File: src/rtl/systola_pe_os.sv
// Output-stationary MAC processing element with operand forwarding and a one-entry
// ready/valid result buffer that also passes results from the upstream chain.
module systola_pe_os #(
  parameter int DW     = 8,
  parameter int AW     = 32,
  parameter int SIGNED = 0,
  parameter int SAT    = 0
) (
  input  logic          clk,
  input  logic          rstn,
  input  logic          fire,
  input  logic [DW-1:0] in_w,
  input  logic [DW-1:0] in_a,
  input  logic          in_last,
  output logic          out_f,
  output logic [DW-1:0] out_w,
  output logic [DW-1:0] out_a,
  output logic          out_last,
  input  logic [AW-1:0] res_in,
  input  logic          res_in_valid,
  output logic          res_in_ready,
  output logic [AW-1:0] res_out,
  output logic          res_out_valid,
  input  logic          res_out_ready,
  output logic          ovf_err,
  output logic          sat_flag
);

  localparam bit SGN = (SIGNED != 0);
  localparam bit SAT_EN = (SAT != 0);
  localparam int XW = AW + 1 - 2*DW;

  logic [2*DW-1:0] w_ext;
  logic [2*DW-1:0] a_ext;
  logic [2*DW-1:0] prod;
  logic [AW:0]     prod_ext;
  logic [AW:0]     acc_ext;
  logic [AW:0]     sum_full;
  logic [AW-1:0]   acc;
  logic [AW-1:0]   clamp;
  logic [AW-1:0]   sum;
  logic            ovf;
  logic            sat_hit;
  logic            complete;
  logic            pop;
  logic            space;
  logic            chain_load;

  // The low 2*DW bits of a product are the same for signed and unsigned operands
  // once both are extended to 2*DW, so one multiplier serves both modes.
  assign w_ext = SGN ? {{DW{in_w[DW-1]}}, in_w} : {{DW{1'b0}}, in_w};
  assign a_ext = SGN ? {{DW{in_a[DW-1]}}, in_a} : {{DW{1'b0}}, in_a};
  assign prod  = w_ext * a_ext;

  assign prod_ext = {{XW{SGN & prod[2*DW-1]}}, prod};
  assign acc_ext  = {SGN & acc[AW-1], acc};
  assign sum_full = acc_ext + prod_ext;

  assign ovf   = SGN ? (sum_full[AW] ^ sum_full[AW-1]) : sum_full[AW];
  assign clamp = SGN ? {sum_full[AW], {(AW-1){~sum_full[AW]}}} : {AW{1'b1}};
  assign sum   = (SAT_EN && ovf) ? clamp : sum_full[AW-1:0];
  assign sat_hit = SAT_EN & fire & ovf;

  assign complete     = fire & in_last;
  assign pop          = res_out_valid & res_out_ready;
  assign space        = ~res_out_valid | pop;
  assign res_in_ready = space & ~complete;
  assign chain_load   = res_in_valid & res_in_ready;

  always_ff @(posedge clk or negedge rstn) begin
    if (!rstn) begin
      out_f    <= 1'b0;
      out_last <= 1'b0;
      out_w    <= '0;
      out_a    <= '0;
    end else begin
      out_f    <= fire;
      out_last <= complete;
      if (fire) begin
        out_w <= in_w;
        out_a <= in_a;
      end
    end
  end

  always_ff @(posedge clk or negedge rstn) begin
    if (!rstn) begin
      acc      <= '0;
      sat_flag <= 1'b0;
    end else begin
      if (fire) acc <= in_last ? '0 : sum;
      if (sat_hit) sat_flag <= 1'b1;
    end
  end

  // A local completion wins the buffer; if the buffer cannot take it the sum is lost.
  always_ff @(posedge clk or negedge rstn) begin
    if (!rstn) begin
      res_out       <= '0;
      res_out_valid <= 1'b0;
      ovf_err       <= 1'b0;
    end else if (complete) begin
      if (space) begin
        res_out       <= sum;
        res_out_valid <= 1'b1;
      end else begin
        ovf_err <= 1'b1;
      end
    end else if (chain_load) begin
      res_out       <= res_in;
      res_out_valid <= 1'b1;
    end else if (pop) begin
      res_out_valid <= 1'b0;
    end
  end

endmodule
File: config.mk
export PLATFORM = sky130hd
export DESIGN_NAME = systola_pe_os
export DESIGN_NICKNAME = d
export VERILOG_FILES = /design/src/rtl/systola_pe_os.sv
export SDC_FILE = /design/constraint.sdc
export NUM_CORES = 1
export LEC_CHECK = 0
export CAP_MARGIN = 20
export CORE_MARGIN = 2
export CORE_UTILIZATION = 50
export DETAILED_ROUTE_END_ITERATION = 6
export GPL_TIMING_DRIVEN = 0
export PLACE_DENSITY = 0.79
export RECOVER_POWER = 25
export SKIP_CTS_REPAIR_TIMING = 1
export SLEW_MARGIN = 20
export SYNTH_ARGS = -nofsm -noshare
export SYNTH_HDL_FRONTEND = slang
export SYNTH_SLANG_ARGS = --single-unit
File: constraint.sdc
create_clock -name clk -period 5.6 [get_ports clk]
set_input_delay 1.12 -clock clk [delete_from_list [all_inputs] [get_ports clk]]
set_output_delay 1.12 -clock clk [all_outputs]
set_load 0.1 [all_outputs]
==> out/qor.yml, run 1 <==
routing:
  postRouteAntennaNets: 0
  top_layer_used: "met4"
  wl_met2_mm: 8.81
  vias: 5802
  drc: 0
  viasPerCell: 5.63
  wl_per_cell_um: 17.4
  met3_length_mm: 1.11
  drt-met1-wl_mm: 7.64
  firstDrtPassIters: 5
  totalWireLength_mm: 18.0
  drt_iter0_markers: 482
cts:
  cts.sink_count: 84
  htree_levels: 3
  clock_latency_ns: 0.36
  root_buffer: "clkbuf_16"
  clockBufferDepth: 2
  cts_tree: "built"
  clkSlewWorstSetupHoldPaths_ns: 0.06
  numCtsBuffers: 9
min_path:
  hold_path.startpoint: "res_out[26]"
  holdPathStages: 2
  whs_endpoint: "res_out[26]"
  hold_class: "reg -> reg"
synth:
  synthMuxAreaShare: 0.0331
  synth_fa_ha_area_frac: 0.227
  synth_cell_type_count: 61
  synthArstFlopShare: 1.00
  synth_ff_type: "dfrtp_1"
  ys_ff_latch: 84
  yosys.area_share.simple: 0.169
  synth.most_common_cell: "inv_1"
  yosysSeqAreaShare: 0.316
  synth.avg_cell_area_um2: 9.07
  synth_area_leader_cell: "dfrtp_1"
  synth_top_family_by_area: "adder cells"
  yosysWarnings: 0
  syn-cell-area_um2: 6660
  synthXorXnorAreaFrac: 0.0224
  synth_edf_count: 0
  synth_fp_nets: 879
  yosys-top-cells-area: "dfrtp_1, fa_1, ha_1"
  synth_common_cells: "inv_1, nand2_1, dfrtp_1, fa_1, ha_1"
  synth_top_area_share: 0.316
  synth_compound_area_frac: 0.151
  syn_inst: 734
sta:
  finalCriticalPeriod_ns: 5.50
  rsz0062_at_grt: "true"
  slew_headroom: -0.758
  post-route-period-util: 0.983
  hold_violations: 0
  fin_skew_ns: 0.00803
  worst_pin_slew_ns: 2.64
  setup-violations-final: 0
  maxSlewViolCount: 87
  fmax_ghz: 0.182
worst_setup_path:
  r2r_start: "acc[7]"
  reg2regPathDepth: 17
  crit_path_max_incr_delay_ns: 0.56
  cp_max_fo: 10
  worstSetupEndpointType: "flop"
  worstPathCellList: "buf_4 -> nand2_2 -> fa_1 -> fa_1 -> inv_1 -> fa_1 -> inv_1 -> fa_1 -> inv_1 -> ha_4 -> a21o_1 -> a221oi_4 -> o211ai_2 -> a221o_1 -> buf_6 -> nand4_2 -> mux2i_1 -> o22ai_1"
  r2r_end: "acc[31]"
  critPathSlowestCell: "fa_1"
  cp_common_cell: "fa_1"
  ff2ff_setup_slack_ns: 0.81
  worstSetupStartpointType: "input pin"
  critical_path_required_ns: 5.80
  crit_arrival_ns: 5.70
  crit_type: "in -> reg"
die:
  core_um2: 13100
  start_util: 0.507
  io_pins: 108
  core.rowCount: 42
  die-area_um2: 14300
  fp.dieW_um: 119
  die_height_um: 119
layout:
  n_fill_cell: 1128
  stdcell_area_um2: 8270
  post-route-util: 0.629
  num-nets-final: 995
  layout.cells.non_filler: 1030
  n_antenna_cell: 0
  areaGrowthSynthToFinish_pct: 24.1
  drive_gt1_frac: 0.0925
place:
  port_buffers: 101
  place_area_um2: 7920
  place_inst: 1012
  hpwl_mm: 13.4
  place_congestion: 0.895
run_status:
  violations: "max-capacitance violations, max-slew violations"
  status: "finished, violations left"
power_and_ir_drop:
  sequentialPowerShare: 0.181
  powerDensity_nw_per_um2: 530
  clkPwrFrac: 0.152
  irDropWorstVdd_mv: 0.324
  swShare: 0.507
  power_frac_comb: 0.667
  p_sw_mw: 2.22
  finalPower_mw: 4.38
  internal_power_mw: 2.16
  power.leakage_nw: 3.90
grt:
  grt_max_degree: 56
  antenna_found_initial: 0
  track_usage: 0.266
  grt_pass1_vias: 5825
  grt-ovfl-total: 0
  grt_pass1_wl_mm: 29.7
flow_run:
  max-cap-violations: 2
routing by layer:
metal / vias to the layer above / track usage
met5: - / 0
met1: 2867 / 0.357
met4: 0 / 0.0971
met2: 216 / 0.438
met3: 31 / 0.0402
li1: 2688 / -
stage by stage:
stage	hold slack [ns]	setup TNS (ns)	setup WS [ns]
finish	0.481	0	0.0977
global route	0.507	-0.0528	-0.0528
CTS	0.484	-14.61	-0.598
detailed placement	0.466	-30.91	-0.942
global placement	0.463	-26.68	-0.830
floorplan	0.452	0	0.00770
logic make-up (layout without fill, tap and decap cells):
group | Yosys count | after routing
buffers and inverters | 136 | 256
flip-flops | 84 | 84
AND/OR/NAND/NOR | 226 | 226
XOR/XNOR | 17 | 17
other | 1 | 1
multiplexers | 20 | 20
AO/OA/AOI/OAI | 159 | 159
adder cells (fa/ha/maj) | 91 | 91
power by group through the flow:
stage	logic [mW]	clock network [mW]	registers [mW]
finish	2.92	0.667	0.794
global route	3.19	0.700	0.805
detailed placement	2.74	0	0.803
global placement	2.69	0	0.800
CTS	2.76	0.668	0.793
floorplan	1.52	0	1.34
sequential cells by signal (all words and copies together) (netlist names):
name           count
res_out_valid      1
ovf_err            1
out_a              8
res_out           32
out_f              1
out_w              8
out_last           1
acc               32
layout by cell type (no fill, tap or decap), types with 4 or more instances in the layout:
cell             count
nand3_1             21
a31oi_1              9
fa_1                50
clkbuf_4             8
buf_4                8
clkbuf_1            19
o21ai_1             15
o21a_1               5
dfrtp_1             84
o31ai_1              7
ha_1                37
xnor2_1              8
nand2_1             84
nor3_1               9
nor2_1              29
a21oi_1             40
o21ai_0             36
and3_1              19
mux2_2              16
xor2_1               9
a21oi_2              5
o22ai_1              6
inv_1              105
o2bb2ai_1            6
nand4_1              5
and2_1              35
clkdlybuf4s50_1     86
a21o_1               6
clkbuf_16            9
a22o_1               4
mux2i_1              4
buf_2                6
or3_1                5
area by class of cell:
cell class / instances / area [µm²] / share of cell area
clock inverters: 5 / 85.1 / 0.0103
inverters: 105 / 394 / 0.0477
clock buffers: 10 / 239 / 0.0289
multi-input cells: 514 / 4070 / 0.492
well taps: 176 / 220 / 0.0266
plain buffers: 31 / 154 / 0.0186
repair buffers: 105 / 1010 / 0.122
flip-flops and latches: 84 / 2100 / 0.254
worst max-delay path by stage:
stage	startpoint	to	slack, ns	depth (start not counted)
3_3_place_gp	in_w[0]	acc[31]	-0.83	18
3_5_place_dp	in_w[0]	acc[31]	-0.94	18
6_report	in_w[2]	acc[31]	0.1	18
5_1_grt	in_w[3]	acc[31]	-0.05	18
4_1_cts	in_w[1]	acc[31]	-0.60	18
2_1_floorplan	in_w[5]	acc[31]	0.008	18
worst max-delay path, delay by kind of cell:
kind	cells	cell delay, ns
simple gates	2	0.19
buf+inv	5	0.51
fa+ha+maj	5	2.42
mux	1	0.21
compound gates	5	1.23
Power figures use the tool's default switching activity.
==> run 2: changes to the inputs <==
Settings changed: CORE_MARGIN 2 to not set.
==> out/qor.yml, run 2 (synthesis gave the netlist of run 1 again) <==
power_and_ir_drop:
  power.leakage_nw: 3.87  # -0.70%
  power_frac_comb: 0.678  # +0.011
  powerDensity_nw_per_um2: 530  # about the same
  internal_power_mw: 2.11  # -2.2%
  sequentialPowerShare: 0.182  # about the same
  clkPwrFrac: 0.140  # -0.012
  p_sw_mw: 2.25  # +1.1%
  swShare: 0.515  # +0.00835
  irDropWorstVdd_mv: 0.498  # +54%
place:
  pre_cts_slack_ns: -0.911  # +0.0305 ns
  hpwl_mm: 13.1  # -1.8%
  port_buffers: 101  # unchanged
  place_congestion: 0.933  # +4.2%
  place_area_um2: 7900  # -0.16%
run_status:
  status: "finished, violations left"
  violations: "max-capacitance violations, max-slew violations"
routing:
  vias: 5836  # +0.59%
  viasPerCell: 5.68  # +0.88%
  wl_per_cell_um: 17.0  # -2.5%
  drc: 0  # unchanged
  drt_iter0_markers: 394  # -18%
  totalWireLength_mm: 17.4  # -2.8%
  postRouteAntennaNets: 0  # unchanged
  firstDrtPassIters: 5  # unchanged
sta:
  slew_headroom: -0.675  # +0.0829
  fin_skew_ns: 0.00779  # -0.000239 ns
  worst_pin_slew_ns: 2.51  # -0.124 ns
  setup_ws_ns: 0.133  # +0.0356 ns
  finalCriticalPeriod_ns: 5.47  # -0.0356 ns
  hold_violations: 0  # unchanged
  post-route-period-util: 0.976  # -0.00635
  maxSlewViolCount: 87  # unchanged
  fin_hold_ws_ns: 0.476  # -0.00430 ns
  setup-violations-final: 0  # unchanged
  fmax_ghz: 0.183  # +0.65%
layout:
  layout_common_cells: "inv_1, clkdlybuf4s50_1, nand2_1"
  n_fill_cell: 1043  # -7.5%
  n_antenna_cell: 0  # unchanged
  num-nets-final: 995  # unchanged
  areaGrowthSynthToFinish_pct: 23.4
  layout_commonest_cell: "inv_1"
  largestRegisters: "acc: 32 flops, res_out: 32 flops"
  drive_gt1_frac: 0.0959  # +0.00340
  stdcell_area_um2: 8220  # -0.58%
worst_setup_path:
  crit_arrival_ns: 5.67  # -0.03 ns
  critical_path_required_ns: 5.81  # about the same
  worstSetupEndpointType: "flop"
  worstSetupStartpointType: "input pin"
  cp_max_fo: 10  # unchanged
  crit_type: "in -> reg"
die:
  die-area_um2: 13800  # -3.3%
  start_util: 0.519  # +0.0124
  fp.dieW_um: 117  # -1.7%
  io_pins: 108  # unchanged
  core_um2: 12800  # -2.4%
  core.rowCount: 41  # -2.4%
  die_height_um: 117  # -1.7%
grt:
  antenna_found_initial: 0  # unchanged
  gr-usage-met2: 0.435  # -0.00258
  grt_pass1_wl_mm: 28.6  # -3.9%
  track_usage: 0.263  # -0.00220
  grt_pass1_vias: 5761  # -1.1%
  met1_usage: 0.353  # -0.00364
  grt-ovfl-total: 0  # unchanged
  grt_use_met3: 0.0355  # -0.00472
  grt.busiest_layer: "met2"
  grt_max_degree: 47  # -16%
cts:
  clock_latency_ns: 0.35  # about the same
  clockBufferDepth: 2  # unchanged
  root_buffer: "clkbuf_16"
  cts_tree: "built"
  clkSlewWorstSetupHoldPaths_ns: 0.07  # about the same
  htree_levels: 3  # unchanged
  cts.sink_count: 84  # unchanged
  numCtsBuffers: 9  # unchanged
flow_run:
  max-cap-violations: 2  # unchanged
min_path:
  hold_class: "reg -> reg"
run 2: cell types whose count changed in the layout (fill, tap and decap cells not counted), moves of 3 or more:
cell      change
buf_4         -4
clkbuf_1      +3
clkbuf_2      +9
clkbuf_4      -5
run 2: path summary, 6_finish.rpt:
path / start / endpoint / slack [ns] / cells after the start
min reg2reg: res_out[5] / res_out[5] / 0.48 / 2
max in group asynchronous: rstn / res_out[16] / 1.00 / 2
max reg2reg: acc[6] / acc[31] / 0.82 / 17
min in group asynchronous: rstn / res_out[1] / 1.54 / 1
min: res_out[5] / res_out[5] / 0.48 / 2
max: in_a[7] / acc[31] / 0.13 / 18
run 2: metrics by stage:
step	instances	setup TNS, ns	power [mW]	util
2_1_floorplan	734	0	2.86	-
3_3_place_gp	1007	-25.73	3.48	0.615
3_5_place_dp	1008	-28.80	3.52	0.616
4_1_cts	1024	-12.93	4.15	0.639
5_1_grt	1027	-0.0193	4.66	0.641
6_report	1027	0	4.36	0.641
run 2: final cells by class:
type / count / area, µm² / share of cell area
clock inverters: 5 / 60.1 / 0.00731
multi-input cells: 514 / 4090 / 0.497
repair buffers: 105 / 978 / 0.119
inverters: 105 / 394 / 0.0479
flip-flops and latches: 84 / 2100 / 0.256
well taps: 172 / 215 / 0.0262
clock buffers: 11 / 233 / 0.0283
plain buffers: 31 / 149 / 0.0181
run 2: power groups by stage:
stage                     clock network [mW]  registers [mW]  logic (mW)
final                                  0.612           0.793        2.95
after floorplan                            0            1.34        1.52
after CTS                              0.620           0.792        2.74
after detailed placement                   0           0.801        2.72
after global placement                     0           0.800        2.68
after global routing                   0.642           0.805        3.22
run 2: critical path, stage by stage:
cell	delay [ns]
buf_2	0.18
nand2_1	0.10
fa_1	0.52
fa_1	0.56
inv_1	0.06
fa_1	0.53
inv_1	0.05
fa_1	0.53
inv_1	0.06
ha_4	0.26
a21o_1	0.19
a221oi_4	0.38
o211ai_2	0.16
a221o_1	0.36
buf_6	0.16
nand4_2	0.12
mux2i_1	0.22
o22ai_1	0.10
run 2: layer usage:
layer	routed length [µm]	share of wire
met5	0	0
met1	7550	0.43
met4	392	0.022
met3	1020	0.058
met2	8490	0.49
==> run 3: changes to the inputs <==
Settings changed: CTS_CLUSTER_SIZE set to 14, TNS_END_PERCENT set to 20.
==> out/qor.yml, run 3 (synthesis gave the netlist of run 1 again) <==
die:
  io_pins: 108  # unchanged
  die-area_um2: 13800  # unchanged
  die_height_um: 117  # unchanged
  core_um2: 12800  # unchanged
  start_util: 0.519  # unchanged
  core.rowCount: 41  # unchanged
  fp.dieW_um: 117  # unchanged
layout:
  regArea_um2: 2100  # unchanged
  drive_gt1_frac: 0.0936  # -0.00234
  multi_input_area_um2: 4080  # -0.28%
  n_antenna_cell: 0  # unchanged
  num-nets-final: 995  # unchanged
  areaGrowthSynthToFinish_pct: 23.3
  largestRegisters: "acc: 32 flops, res_out: 32 flops"
  n_fill_cell: 1050  # +0.67%
  layout_commonest_cell: "inv_1"
  post-route-util: 0.640  # -0.000878
  layout.cells.non_filler: 1027  # unchanged
  layout_common_cells: "inv_1, clkdlybuf4s50_1, nand2_1"
power_and_ir_drop:
  swShare: 0.516  # about the same
  sequentialPowerShare: 0.183  # about the same
  finalPower_mw: 4.33  # -0.55%
  power.leakage_nw: 3.87  # about the same
  irDropWorstVdd_mv: 0.514  # +3.1%
  powerDensity_nw_per_um2: 528  # -0.41%
  p_sw_mw: 2.24  # -0.47%
  clkPwrFrac: 0.142  # +0.002
  internal_power_mw: 2.10  # -0.63%
  power_frac_comb: 0.675  # -0.003
routing:
  postRouteAntennaNets: 0  # unchanged
  drt_iter0_markers: 387  # -1.8%
  vias: 5809  # -0.46%
  drc: 0  # unchanged
  viasPerCell: 5.66  # -0.46%
  totalWireLength_mm: 17.4  # -0.50%
  firstDrtPassIters: 5  # unchanged
  wl_per_cell_um: 16.9  # -0.50%
sta:
  fin_skew_ns: 0.00836  # +0.000578 ns
  slew_headroom: -0.676  # about the same
  hold_violations: 0  # unchanged
  setup-violations-final: 0  # unchanged
  worst_pin_slew_ns: 2.51  # +0.000605 ns
  maxSlewViolCount: 87  # unchanged
  setup_ws_ns: 0.156  # +0.0228 ns
  fmax_ghz: 0.184  # +0.42%
  rsz0062_at_grt: "true"
  finalCriticalPeriod_ns: 5.44  # -0.0228 ns
  post-route-period-util: 0.972  # -0.00407
place:
  place_congestion: 0.933  # unchanged
  port_buffers: 101  # unchanged
  hpwl_mm: 13.1  # unchanged
  pre_cts_slack_ns: -0.911  # unchanged
  place_inst: 1008  # unchanged
cts:
  cts_tree: "built"
  clock_latency_ns: 0.36  # about the same
  clkSlewWorstSetupHoldPaths_ns: 0.06  # about the same
  htree_levels: 3  # unchanged
  numCtsBuffers: 9  # unchanged
  clockBufferDepth: 2  # unchanged
  cts.sink_count: 84  # unchanged
  root_buffer: "clkbuf_16"
run_status:
  status: "finished, violations left"
  violations: "max-capacitance violations, max-slew violations"
flow_run:
  max-cap-violations: 2  # unchanged
grt:
  antenna_found_initial: 0  # unchanged
  grt_pass1_vias: 5761  # unchanged
  grt-ovfl-total: 0  # unchanged
  grt_max_degree: 47  # unchanged
  track_usage: 0.263  # unchanged
  grt_pass1_wl_mm: 28.6  # unchanged
worst_setup_path:
  critical_path_required_ns: 5.81  # about the same
  cp_max_fo: 10  # unchanged
  worstSetupEndpointType: "flop"
  crit_arrival_ns: 5.65  # -0.02 ns
  crit_type: "in -> reg"
  worstSetupStartpointType: "input pin"
min_path:
  hold_class: "reg -> reg"
## run 3: area by class of cell
cell class,instances,area share
Clock inverter,5,0.00732
Clock buffer,11,0.0283
Tap cell,172,0.0262
Inverter,105,0.0480
Sequential cell,84,0.256
Timing Repair Buffer,105,0.119
Buffer,31,0.0181
Multi-Input combinational cell,514,0.497
## run 3: worst paths after layout
kind / start / endpoint / slack, ns / depth (start not counted)
min in group asynchronous: rstn / res_out[1] / 1.54 / 1
max reg2reg: acc[6] / acc[31] / 0.83 / 17
min reg2reg: res_out[5] / res_out[5] / 0.48 / 2
min: res_out[5] / res_out[5] / 0.48 / 2
max: in_w[1] / acc[31] / 0.16 / 18
max in group asynchronous: rstn / acc[21] / 1.04 / 2
## run 3: through the flow
stage / TNS (ns) / hold WS (ns) / area, µm²
2_1_floorplan: 0 / 0.452 / 6660
3_3_place_gp: -25.73 / 0.461 / 7890
3_5_place_dp: -28.80 / 0.473 / 7900
4_1_cts: -12.93 / 0.489 / 8200
5_1_grt: -0.0310 / 0.509 / 8210
6_report: 0 / 0.476 / 8210
## run 3: power groups by stage
stage,combinational (mW),clock [mW],sequential [mW]
5_1_grt,3.17,0.642,0.805
4_1_cts,2.74,0.620,0.792
3_5_place_dp,2.72,0,0.801
2_1_floorplan,1.52,0,1.34
3_3_place_gp,2.68,0,0.800
6_report,2.93,0.615,0.793
## run 3: metal layers
metal | track usage | share of wire
met4 | 0.0958 | 0.027
met3 | 0.0355 | 0.055
met5 | 0 | 0
met2 | 0.435 | 0.48
met1 | 0.353 | 0.44
## run 3: worst max-delay path, cell delays in order
cell and delay (ns):
clkbuf_2 0.19, nand2_1 0.10, fa_1 0.50, fa_1 0.56
inv_1 0.06, fa_1 0.53, inv_1 0.05, fa_1 0.53
inv_1 0.06, ha_4 0.26, a21o_1 0.19, a221oi_4 0.38
o211ai_2 0.16, a221o_1 0.36, buf_6 0.15, nand4_2 0.12
mux2i_1 0.21, o22ai_1 0.10
